File: config.mk
export PLATFORM = sky130hd
export DESIGN_NAME = ddr3_multiport_arbiter_flat
export DESIGN_NICKNAME = d
export VERILOG_FILES = /design/src/rtl/ddr3_multiport_arbiter_if.sv /design/src/rtl/ddr3_multiport_arbiter.sv /design/src/flat_wrapper.sv
export SDC_FILE = /design/constraint.sdc
export NUM_CORES = 1
export LEC_CHECK = 0
export ABC_AREA = 1
export ABC_CLOCK_PERIOD_IN_PS = 3400
export CORE_AREA = 2 2 298 300
export DETAILED_ROUTE_END_ITERATION = 7
export DIE_AREA = 0 0 300 302
export PLACE_DENSITY = 0.44
export SKIP_CTS_REPAIR_TIMING = 1
export SYNTH_ARGS = -nofsm -noshare
export SYNTH_HDL_FRONTEND = slang
export SYNTH_SLANG_ARGS = --single-unit
File: constraint.sdc
create_clock -name sclk -period 3.4 [get_ports sclk]
set_input_delay 0.51 -clock sclk [delete_from_list [all_inputs] [get_ports sclk]]
set_output_delay 0.51 -clock sclk [all_outputs]
set_load 0.03 [all_outputs]
File: src/rtl/ddr3_multiport_arbiter_if.sv
// ddr3_multiport_arbiter_if: client-side and controller-side signals of the multiport arbiter.
interface ddr3_multiport_arbiter_if #(
  parameter int NUM_PORTS = 2,
  parameter int ADDR_W    = 28,
  parameter int DATA_W    = 128
);
  logic                        init_done;
  logic [NUM_PORTS-1:0]        p_req;
  logic [NUM_PORTS-1:0]        p_wr;
  logic [NUM_PORTS*ADDR_W-1:0] p_addr;
  logic [NUM_PORTS*5-1:0]      p_bcnt;
  logic [NUM_PORTS-1:0]        p_gnt;
  logic [NUM_PORTS*DATA_W-1:0] p_wdata;
  logic [NUM_PORTS-1:0]        p_wdata_rdy;
  logic [NUM_PORTS-1:0]        p_rvalid;
  logic [DATA_W-1:0]           p_rdata;
  logic [3:0]                  cmd;
  logic                        cmd_valid;
  logic [ADDR_W-1:0]           addr;
  logic [4:0]                  cmd_burst_cnt;
  logic                        cmd_rdy;
  logic                        datain_rdy;
  logic [DATA_W-1:0]           write_data;
  logic                        read_data_valid;
  logic [DATA_W-1:0]           read_data;
  logic                        busy;
  logic                        err_orphan_rd;
  modport slave (
    input  init_done, p_req, p_wr, p_addr, p_bcnt, p_wdata, cmd_rdy, datain_rdy,
           read_data_valid, read_data,
    output p_gnt, p_wdata_rdy, p_rvalid, p_rdata, cmd, cmd_valid, addr, cmd_burst_cnt,
           write_data, busy, err_orphan_rd
  );
  modport master (
    output init_done, p_req, p_wr, p_addr, p_bcnt, p_wdata, cmd_rdy, datain_rdy,
           read_data_valid, read_data,
    input  p_gnt, p_wdata_rdy, p_rvalid, p_rdata, cmd, cmd_valid, addr, cmd_burst_cnt,
           write_data, busy, err_orphan_rd
  );
endinterface

File: src/rtl/ddr3_multiport_arbiter.sv
// ddr3_multiport_arbiter: round-robin N-port front end for the DDR3 controller user interface,
// steering write beats to the active writer and routing in-order read beats via a tag FIFO.
module ddr3_multiport_arbiter #(
  parameter int          NUM_PORTS     = 2,
  parameter int          ADDR_W        = 28,
  parameter int          DATA_W        = 128,
  parameter int          BEATS_PER_BST = 2,
  parameter int          RD_TAG_DEPTH  = 8,
  parameter logic [3:0]  CMD_READ      = 4'h1,
  parameter logic [3:0]  CMD_WRITE     = 4'h2
) (
  input logic sclk,
  input logic rst_n,
  ddr3_multiport_arbiter_if.slave bus
);
  localparam int PW = NUM_PORTS > 1 ? $clog2(NUM_PORTS) : 1;
  localparam int TW = RD_TAG_DEPTH > 1 ? $clog2(RD_TAG_DEPTH) : 1;
  localparam int BW = $clog2(32 * BEATS_PER_BST + 1);
  typedef enum logic [1:0] {IDLE, CMD, WDATA} state_t;
  state_t               state;
  logic [1:0]           rst_sync;
  logic                 rst_s_n;
  logic [PW-1:0]        rr, win, pick;
  logic                 wr_l, found, full, empty, accept, push, pop;
  logic [BW-1:0]        beats_l, wcnt, rcnt;
  logic [PW-1:0]        tag_port  [RD_TAG_DEPTH];
  logic [BW-1:0]        tag_beats [RD_TAG_DEPTH];
  logic [TW-1:0]        wp, rp;
  logic [TW:0]          occ;
  logic [NUM_PORTS-1:0] elig;
  function automatic logic [BW-1:0] beats(input logic [4:0] b);
    return BW'({b == 5'd0, b} * BEATS_PER_BST);
  endfunction
  function automatic logic [TW-1:0] nxt(input logic [TW-1:0] p);
    return int'(p) == RD_TAG_DEPTH - 1 ? '0 : p + 1'b1;
  endfunction
  // reset asserts asynchronously but releases on a clock edge
  always_ff @(posedge sclk or negedge rst_n)
    if (!rst_n) rst_sync <= '0;
    else rst_sync <= {rst_sync[0], 1'b1};
  assign rst_s_n = rst_sync[1];
  assign empty  = occ == '0;
  assign full   = occ == (TW+1)'(RD_TAG_DEPTH);
  assign accept = bus.cmd_valid & bus.cmd_rdy;
  assign push   = accept & !wr_l;
  assign pop    = bus.read_data_valid & !empty & (rcnt + 1'b1 == tag_beats[rp]);
  always_comb begin
    elig  = bus.p_req & {NUM_PORTS{bus.init_done}} & (bus.p_wr | {NUM_PORTS{!full}});
    found = 1'b0;
    pick  = rr;
    for (int i = 0; i < NUM_PORTS; i++)
      if (!found && elig[(int'(rr) + i) % NUM_PORTS]) begin
        found = 1'b1;
        pick  = PW'((int'(rr) + i) % NUM_PORTS);
      end
  end
  assign bus.p_gnt       = accept ? NUM_PORTS'(1) << win : '0;
  assign bus.p_wdata_rdy = (state == WDATA && bus.datain_rdy) ? NUM_PORTS'(1) << win : '0;
  assign bus.write_data  = state == WDATA ? bus.p_wdata[int'(win)*DATA_W +: DATA_W] : '0;
  assign bus.p_rvalid    = (bus.read_data_valid && !empty) ? NUM_PORTS'(1) << tag_port[rp] : '0;
  assign bus.p_rdata     = bus.read_data;
  assign bus.busy        = state != IDLE || !empty;
  always_ff @(posedge sclk or negedge rst_s_n)
    if (!rst_s_n) begin
      state             <= IDLE;
      rr                <= '0;
      win               <= '0;
      wr_l              <= 1'b0;
      beats_l           <= '0;
      wcnt              <= '0;
      rcnt              <= '0;
      wp                <= '0;
      rp                <= '0;
      occ               <= '0;
      bus.cmd_valid     <= 1'b0;
      bus.cmd           <= '0;
      bus.addr          <= '0;
      bus.cmd_burst_cnt <= '0;
      bus.err_orphan_rd <= 1'b0;
    end else begin
      case (state)
        IDLE: if (found) begin
          win               <= pick;
          wr_l              <= bus.p_wr[pick];
          beats_l           <= beats(bus.p_bcnt[int'(pick)*5 +: 5]);
          bus.cmd           <= bus.p_wr[pick] ? CMD_WRITE : CMD_READ;
          bus.addr          <= bus.p_addr[int'(pick)*ADDR_W +: ADDR_W];
          bus.cmd_burst_cnt <= bus.p_bcnt[int'(pick)*5 +: 5];
          bus.cmd_valid     <= 1'b1;
          state             <= CMD;
        end
        CMD: if (accept) begin
          bus.cmd_valid <= 1'b0;
          rr            <= int'(win) == NUM_PORTS - 1 ? '0 : win + 1'b1;
          state         <= wr_l ? WDATA : IDLE;
        end
        WDATA: if (bus.datain_rdy) begin
          wcnt  <= wcnt + 1'b1 == beats_l ? '0 : wcnt + 1'b1;
          state <= wcnt + 1'b1 == beats_l ? IDLE : WDATA;
        end
        default: state <= IDLE;
      endcase
      if (push) wp <= nxt(wp);
      if (pop) rp <= nxt(rp);
      occ <= occ + (TW+1)'(push) - (TW+1)'(pop);
      if (bus.read_data_valid && !empty) rcnt <= pop ? '0 : rcnt + 1'b1;
      if (bus.read_data_valid && empty) bus.err_orphan_rd <= 1'b1;
    end
  always_ff @(posedge sclk)
    if (push) begin
      tag_port[wp]  <= win;
      tag_beats[wp] <= beats_l;
    end
endmodule

File: src/flat_wrapper.sv
// flat-port wrapper written by rule: the top's interface ports become plain ports
module ddr3_multiport_arbiter_flat 
#(
  parameter int          NUM_PORTS     = 2,
  parameter int          ADDR_W        = 28,
  parameter int          DATA_W        = 128,
  parameter int          BEATS_PER_BST = 2,
  parameter int          RD_TAG_DEPTH  = 8,
  parameter logic [3:0]  CMD_READ      = 4'h1,
  parameter logic [3:0]  CMD_WRITE     = 4'h2
)
  (sclk, rst_n, bus_init_done, bus_p_req, bus_p_wr, bus_p_addr, bus_p_bcnt, bus_p_wdata, bus_cmd_rdy, bus_datain_rdy, bus_read_data_valid, bus_read_data, bus_p_gnt, bus_p_wdata_rdy, bus_p_rvalid, bus_p_rdata, bus_cmd, bus_cmd_valid, bus_addr, bus_cmd_burst_cnt, bus_write_data, bus_busy, bus_err_orphan_rd);
  ddr3_multiport_arbiter_if #(.NUM_PORTS(NUM_PORTS), .ADDR_W(ADDR_W), .DATA_W(DATA_W)) bus_i ();
  input logic sclk;
  input logic rst_n;
  input wire logic [$bits(bus_i.init_done)-1:0] bus_init_done;
  input wire logic [$bits(bus_i.p_req)-1:0] bus_p_req;
  input wire logic [$bits(bus_i.p_wr)-1:0] bus_p_wr;
  input wire logic [$bits(bus_i.p_addr)-1:0] bus_p_addr;
  input wire logic [$bits(bus_i.p_bcnt)-1:0] bus_p_bcnt;
  input wire logic [$bits(bus_i.p_wdata)-1:0] bus_p_wdata;
  input wire logic [$bits(bus_i.cmd_rdy)-1:0] bus_cmd_rdy;
  input wire logic [$bits(bus_i.datain_rdy)-1:0] bus_datain_rdy;
  input wire logic [$bits(bus_i.read_data_valid)-1:0] bus_read_data_valid;
  input wire logic [$bits(bus_i.read_data)-1:0] bus_read_data;
  output wire logic [$bits(bus_i.p_gnt)-1:0] bus_p_gnt;
  output wire logic [$bits(bus_i.p_wdata_rdy)-1:0] bus_p_wdata_rdy;
  output wire logic [$bits(bus_i.p_rvalid)-1:0] bus_p_rvalid;
  output wire logic [$bits(bus_i.p_rdata)-1:0] bus_p_rdata;
  output wire logic [$bits(bus_i.cmd)-1:0] bus_cmd;
  output wire logic [$bits(bus_i.cmd_valid)-1:0] bus_cmd_valid;
  output wire logic [$bits(bus_i.addr)-1:0] bus_addr;
  output wire logic [$bits(bus_i.cmd_burst_cnt)-1:0] bus_cmd_burst_cnt;
  output wire logic [$bits(bus_i.write_data)-1:0] bus_write_data;
  output wire logic [$bits(bus_i.busy)-1:0] bus_busy;
  output wire logic [$bits(bus_i.err_orphan_rd)-1:0] bus_err_orphan_rd;
  assign bus_i.init_done = bus_init_done;
  assign bus_i.p_req = bus_p_req;
  assign bus_i.p_wr = bus_p_wr;
  assign bus_i.p_addr = bus_p_addr;
  assign bus_i.p_bcnt = bus_p_bcnt;
  assign bus_i.p_wdata = bus_p_wdata;
  assign bus_i.cmd_rdy = bus_cmd_rdy;
  assign bus_i.datain_rdy = bus_datain_rdy;
  assign bus_i.read_data_valid = bus_read_data_valid;
  assign bus_i.read_data = bus_read_data;
  assign bus_p_gnt = bus_i.p_gnt;
  assign bus_p_wdata_rdy = bus_i.p_wdata_rdy;
  assign bus_p_rvalid = bus_i.p_rvalid;
  assign bus_p_rdata = bus_i.p_rdata;
  assign bus_cmd = bus_i.cmd;
  assign bus_cmd_valid = bus_i.cmd_valid;
  assign bus_addr = bus_i.addr;
  assign bus_cmd_burst_cnt = bus_i.cmd_burst_cnt;
  assign bus_write_data = bus_i.write_data;
  assign bus_busy = bus_i.busy;
  assign bus_err_orphan_rd = bus_i.err_orphan_rd;
  ddr3_multiport_arbiter #(.NUM_PORTS(NUM_PORTS), .ADDR_W(ADDR_W), .DATA_W(DATA_W), .BEATS_PER_BST(BEATS_PER_BST), .RD_TAG_DEPTH(RD_TAG_DEPTH), .CMD_READ(CMD_READ), .CMD_WRITE(CMD_WRITE)) u_core (.sclk(sclk), .rst_n(rst_n), .bus(bus_i));
endmodule
==> results.toml <==
[sta]
slew_viol_final = 0
fmax_ghz = 0.324
setup_tns_ns = 0
finalHoldViolations = 0
period_minus_slack_ns = 3.09
setup_viol = 0
period_share = 0.908
rsz0062_at_grt = "no"
relSlewSlack = 0.376
worst_slew_pin_slew_ns = 0.936
finalClockSkew_ns = 0.0140

[detailed_routing]
drt-wirelength-per-cell_um = 20.1
drt-initial-drc-count = 429
first_pass_iters = 5
vias_per_cell = 3.40
drc = 0
routed_wirelength_mm = 55.9
ant_nets = 0
via_count = 9456

[pwr]
cellLeakagePower_uw = 0.00624
ir_drop_mv = 0.354
power.density_nw_per_um2 = 885

[place]
dpl_cell_area_sq_um = 15100
dp_hpwl_mm = 47.1
place.gp.congestion = 0.825
portBuffers = 503

[setup_path]
path_max_fanout = 28
worstSetupPathType = "flop to output pin"
arrival_ns = 2.58
cp-start-kind = "flop"
worstSetupEndpointType = "output pin"
critPathRequiredTime_ns = 2.89

[die]
rows = 109
ios = 762
fp.coreArea_sq_um = 87600
die_h_um = 302
die_area_sq_um = 90600
start_util = 0.100
die_w_um = 300

[synth]
synth_area_per_cell_sq_um = 7.04
postSynthCellCount = 1244
synthFlopType = "dfrtp_1"
synth_seq_cells = 124
async_flop_share = 0.548
synth_cell_types = 33
yosys.area.top_type = "dfrtp_1"
yosysMostFrequentCell = "nand2_1"
synth-edff-count = 56
synth_commonest_cells = "434 x nand2_1, 192 x a21oi_1, 138 x buf_4"
yosysTopAreaCellShare = 0.194
synthTopCellsByArea = "dfrtp_1 19%, edfxtp_1 19%, nand2_1 19%"
ys_warn_count = 0
ys_seq_area_frac = 0.386
syn_area_sq_um = 8750

[global_route]
grt.total_usage = 0.118
overflow = 0
first_global_vias = 9389
antenna_found_initial = 11
grt_first_pass_wirelength_mm = 74.7
grt_start_max_net_pins = 86

[clock_tree]
clock_sinks = 124
path_clk_slew_ns = 0.06
cts-root-buf = "clkbuf_16"
ctsLongestPathBuffers = 2
tritoncts = "yes"
clkLatencyLatePin_ns = 0.43
cts-buffers-inserted = 17
ctsHtreeMaxLevel = 4

[worst_hold_path]
hp-class = "input pin to asynchronous set/reset pin"

[layout]
register_area_sq_um = 3390
multi_input_area_sq_um = 3790
drive_gt1_frac = 0.105
finalInstanceArea_sq_um = 15600
area_growth_pct = 78.6
fin_nets = 2074
fill_cells = 9961

[flow_run]
cap_violations = 0

[outcome]
outcome = "finished clean"
-- final timing paths --
check / start / end / slack, ns / cells after the start
max in group asynchronous: u_core.rst_sync[1] / u_core.bus.addr[9] / 2.17 / 1
hold / removal: rst_n / u_core.rst_sync[1] / 0.24 / 1
setup reg to reg: u_core.rcnt[0] / u_core.occ[2] / 0.55 / 13
setup / recovery: u_core.win / bus_write_data[23] / 0.31 / 5
hold reg to reg: u_core.rst_sync[0] / u_core.rst_sync[1] / 0.35 / 0
min in group sclk: u_core.rst_sync[0] / u_core.rst_sync[1] / 0.35 / 0
-- through the flow --
| stage | cells | hold slack (ns) | setup WS [ns] | power (uW) | util |
|---|---|---|---|---|---|
| final | 2780 | 0.240 | 0.312 | 13800 | 0.179 |
| after global placement | 2747 | 0.336 | 0.433 | 12300 | 0.172 |
| after detailed placement | 2747 | 0.337 | 0.445 | 12300 | 0.172 |
| after CTS | 2779 | 0.220 | 0.280 | 14200 | 0.179 |
| after global routing | 2779 | 0.231 | 0.178 | 14700 | 0.179 |
| after floorplan | 1245 | 0.214 | 0.734 | 7370 | - |
-- cell type report --
class | count | share of cell area
inverters | 79 | 0.0193
clock inverters | 14 | 0.00760
flip-flops and latches | 124 | 0.217
well taps | 1165 | 0.0932
multi-input cells | 841 | 0.243
diodes | 1 | 0.000160
repair buffers | 538 | 0.393
clock buffers | 18 | 0.0275
-- cell usage in the layout (no fill, tap or decap), types with 3 or more instances in the layout --
cell type and count:
xnor2_1 4, clkdlybuf4s50_1 410, inv_6 4, nand2_2 3, inv_1 74, buf_4 42, nor2_1 74, clkinvlp_4 4
conb_1 3, buf_12 86, clkbuf_16 17, clkinv_2 4, o21ai_0 18, o21bai_1 11, a21oi_1 192, ha_1 12
nand3_1 67, nand2_1 434, o22ai_1 3, xor2_1 6, dfrtp_1 66, edfxtp_1 56
-- metal layers --
metal | track usage | vias up | wire [um]
li1 | - | 4569 | -
met1 | 0.135 | 4401 | 21800
met2 | 0.211 | 428 | 28800
met3 | 0.0472 | 44 | 4640
met4 | 0.0167 | 14 | 447
met5 | 0.00776 | - | 152
-- state kept, by name, summed over array words and instances (netlist names), 2 cells and up --
signal and flops:
u_core.tag_beats 48, u_core.beats_l 2, u_core.bus.cmd_burst_cnt 4, u_core.wp 3, u_core.rst_sync 2, u_core.occ 4, u_core.tag_port 8, u_core.state 2
u_core.bus.addr 28, u_core.wcnt 7, u_core.rp 3, u_core.rcnt 7
-- logic make-up after synthesis --
kind of cell    synth area share
buf+inv                    0.181
fa+ha+maj                 0.0194
simple gates               0.264
compound gates             0.135
flops                      0.386
other cells             0.000858
xor+xnor                  0.0126
mux                      0.00114
-- report_power, final --
| part | internal (uW) | switching [uW] | total [uW] |
|---|---|---|---|
| sequential | 2090 | 398 | 2490 |
| clock | 1000 | 760 | 1760 |
| combinational | 3730 | 5860 | 9580 |
-- worst max-delay path, stage by stage (launching register included) --
cell and delay (ns):
dfrtp_4 0.56, inv_4 0.29, buf_4 0.30, nand2_1 0.08, a21oi_1 0.15, clkdlybuf4s50_1 0.74
Power figures use the tool's default switching activity.
==> RTL edit, RTL diff (config.mk and constraints unchanged) <==
`BEATS_PER_BST` is set to 2 in 2 places; all go to 4.
--- a/src/rtl/ddr3_multiport_arbiter.sv
+++ b/src/rtl/ddr3_multiport_arbiter.sv
@@ -4,7 +4,7 @@
   parameter int          NUM_PORTS     = 2,
   parameter int          ADDR_W        = 28,
   parameter int          DATA_W        = 128,
-  parameter int          BEATS_PER_BST = 2,
+  parameter int          BEATS_PER_BST = 4,
   parameter int          RD_TAG_DEPTH  = 8,
   parameter logic [3:0]  CMD_READ      = 4'h1,
   parameter logic [3:0]  CMD_WRITE     = 4'h2
--- a/src/flat_wrapper.sv
+++ b/src/flat_wrapper.sv
@@ -4,7 +4,7 @@
   parameter int          NUM_PORTS     = 2,
   parameter int          ADDR_W        = 28,
   parameter int          DATA_W        = 128,
-  parameter int          BEATS_PER_BST = 2,
+  parameter int          BEATS_PER_BST = 4,
   parameter int          RD_TAG_DEPTH  = 8,
   parameter logic [3:0]  CMD_READ      = 4'h1,
   parameter logic [3:0]  CMD_WRITE     = 4'h2
Function: same outputs for any inputs over 4 cycles, from zero or initial values and one cycle with rst_n low; that may be too few to reach the edited logic, so the function may still have changed.
==> RTL edit against the original RTL <==
Area after synthesis rose by 1.5%; via count rose by 3.1%; cell area rose by 1.3%; power fell by 2.8%; wire length rose by 1.4%; critical endpoint is now bus_write_data[31]; core utilization rose by 0.23 points; first-iteration DRC count rose by 45%; worst setup slack got worse by 0.081 ns; clock skew fell by 0.0013 ns; sequential cell count rose by 2; largest power group unchanged; highest routed layer unchanged; count of clock-buffer cells in the layout did not move.
==> RTL edit: results (changes against the original RTL) <==
multi_input_comb_cells: 877  # was 841
run_status: "finished, final reports clean"  # unchanged
synth_xor_area_frac: 0.00493  # was 0.0126
synth_edf_count: 56  # unchanged
grt_pass1_vias: 9488  # was 9389
top_regs: "u_core.tag_beats x48, u_core.bus.addr x28"  # was u_core.tag_beats x48, u_core.bus.addr x28, u_core.tag_port x8
crit_path_max_fanout: 67  # was 28
maxClockFrequency_mhz: 316  # was 324 MHz
placed_cells: 2795  # was 2747
rrSetupSlack_ns: 0.57  # was 0.55 ns
inv_count: 80  # was 79
r2r_start: "u_core.rp[0]"  # was u_core.rcnt[0]
gr-usage-met1: 0.129  # was 0.135
power.share.clock: 0.140  # was 0.127
drtIter0Drc: 620  # was 429
synth-compound-area-share: 0.126  # was 0.135
vias: 9749  # was 9456
final_layout_size_suffix_gt1_frac: 0.111  # was 0.105
wl_met3_microns: 5320  # was 4640 microns
synth-async-reset-ratio: 0.556  # was 0.548
multiInputGateArea_sq_mm: 0.00386  # was 0.00379 sq mm
grt_max_degree: 68  # was 86
synth_common_cells: "nand2_1, buf_4, a21oi_1, o21ai_0, nor2_1"  # was nand2_1, a21oi_1, buf_4, inv_1, nor2_1
final-clk-cell-share: 0.0375  # was 0.0351
clk_latency_ns: 0.44
internal-power_w: 0.00677  # was 0.00683 W
buf_share: 0.389  # was 0.393
gp_congestion: 0.859  # was 0.825
buffers: 547  # was 538
use_met3: 0.0480  # was 0.0472
route.met2.wl_microns: 28200  # was 28800 microns
synthMuxAreaShare: 0.00113  # was 0.00114
n_antenna_cell: 6  # was 1
yosysUniqueCellTypes: 32  # was 33
post-place-ws_ns: 0.443  # was 0.445 ns
regArea_sq_mm: 0.00344  # was 0.00339 sq mm
syn_inst: 1286  # was 1244
antenna_found_initial: 27  # was 11
yosys.area_share.adder: 0.0206  # was 0.0194
met1_length_microns: 20500  # was 21800 microns
grt.met2_usage: 0.206  # was 0.211
holdWs_ns: 0.246  # was 0.240 ns
fillers: 9994  # was 9961
critical-path-max-stage-delay_ns: 0.78  # was 0.74 ns
ys_ff_latch: 126  # was 124
hpwlAfterDp_microns: 47900  # was 47100 microns
clock_skew_ns: 0.0127  # was 0.0140 ns
synth_area_leaders: "nand2_1, dfrtp_1, edfxtp_1"  # was dfrtp_1, edfxtp_1, nand2_1
-- RTL edit: through the flow --
| step | cell area [sq um] | total power (W) |
|---|---|---|
| after floorplan | 8890 | 0.00693 |
| after global placement | 15200 | 0.0118 |
| after detailed placement | 15200 | 0.0118 |
| after CTS | 15800 | 0.0137 |
| after global routing | 15800 | 0.0142 |
| final | 15800 | 0.0135 |
-- RTL edit: worst paths after layout --
check                                     end  depth (start not counted)
setup reg to reg                u_core.occ[2]                         19
max in group asynchronous      u_core.wcnt[1]                          1
setup / recovery           bus_write_data[31]                          5
hold / removal             u_core.rst_sync[1]                          1
hold reg to reg            u_core.rst_sync[1]                          0
min in group sclk          u_core.rst_sync[1]                          0
-- RTL edit: critical path, delay by kind of cell, from the launching register on --
| kind | cells | cell delay, ns |
|---|---|---|
| buffers and inverters | 3 | 1.20 |
| DFF | 1 | 0.64 |
| AOI/OAI and AO/OA | 1 | 0.20 |
| and+or+nand+nor | 1 | 0.08 |
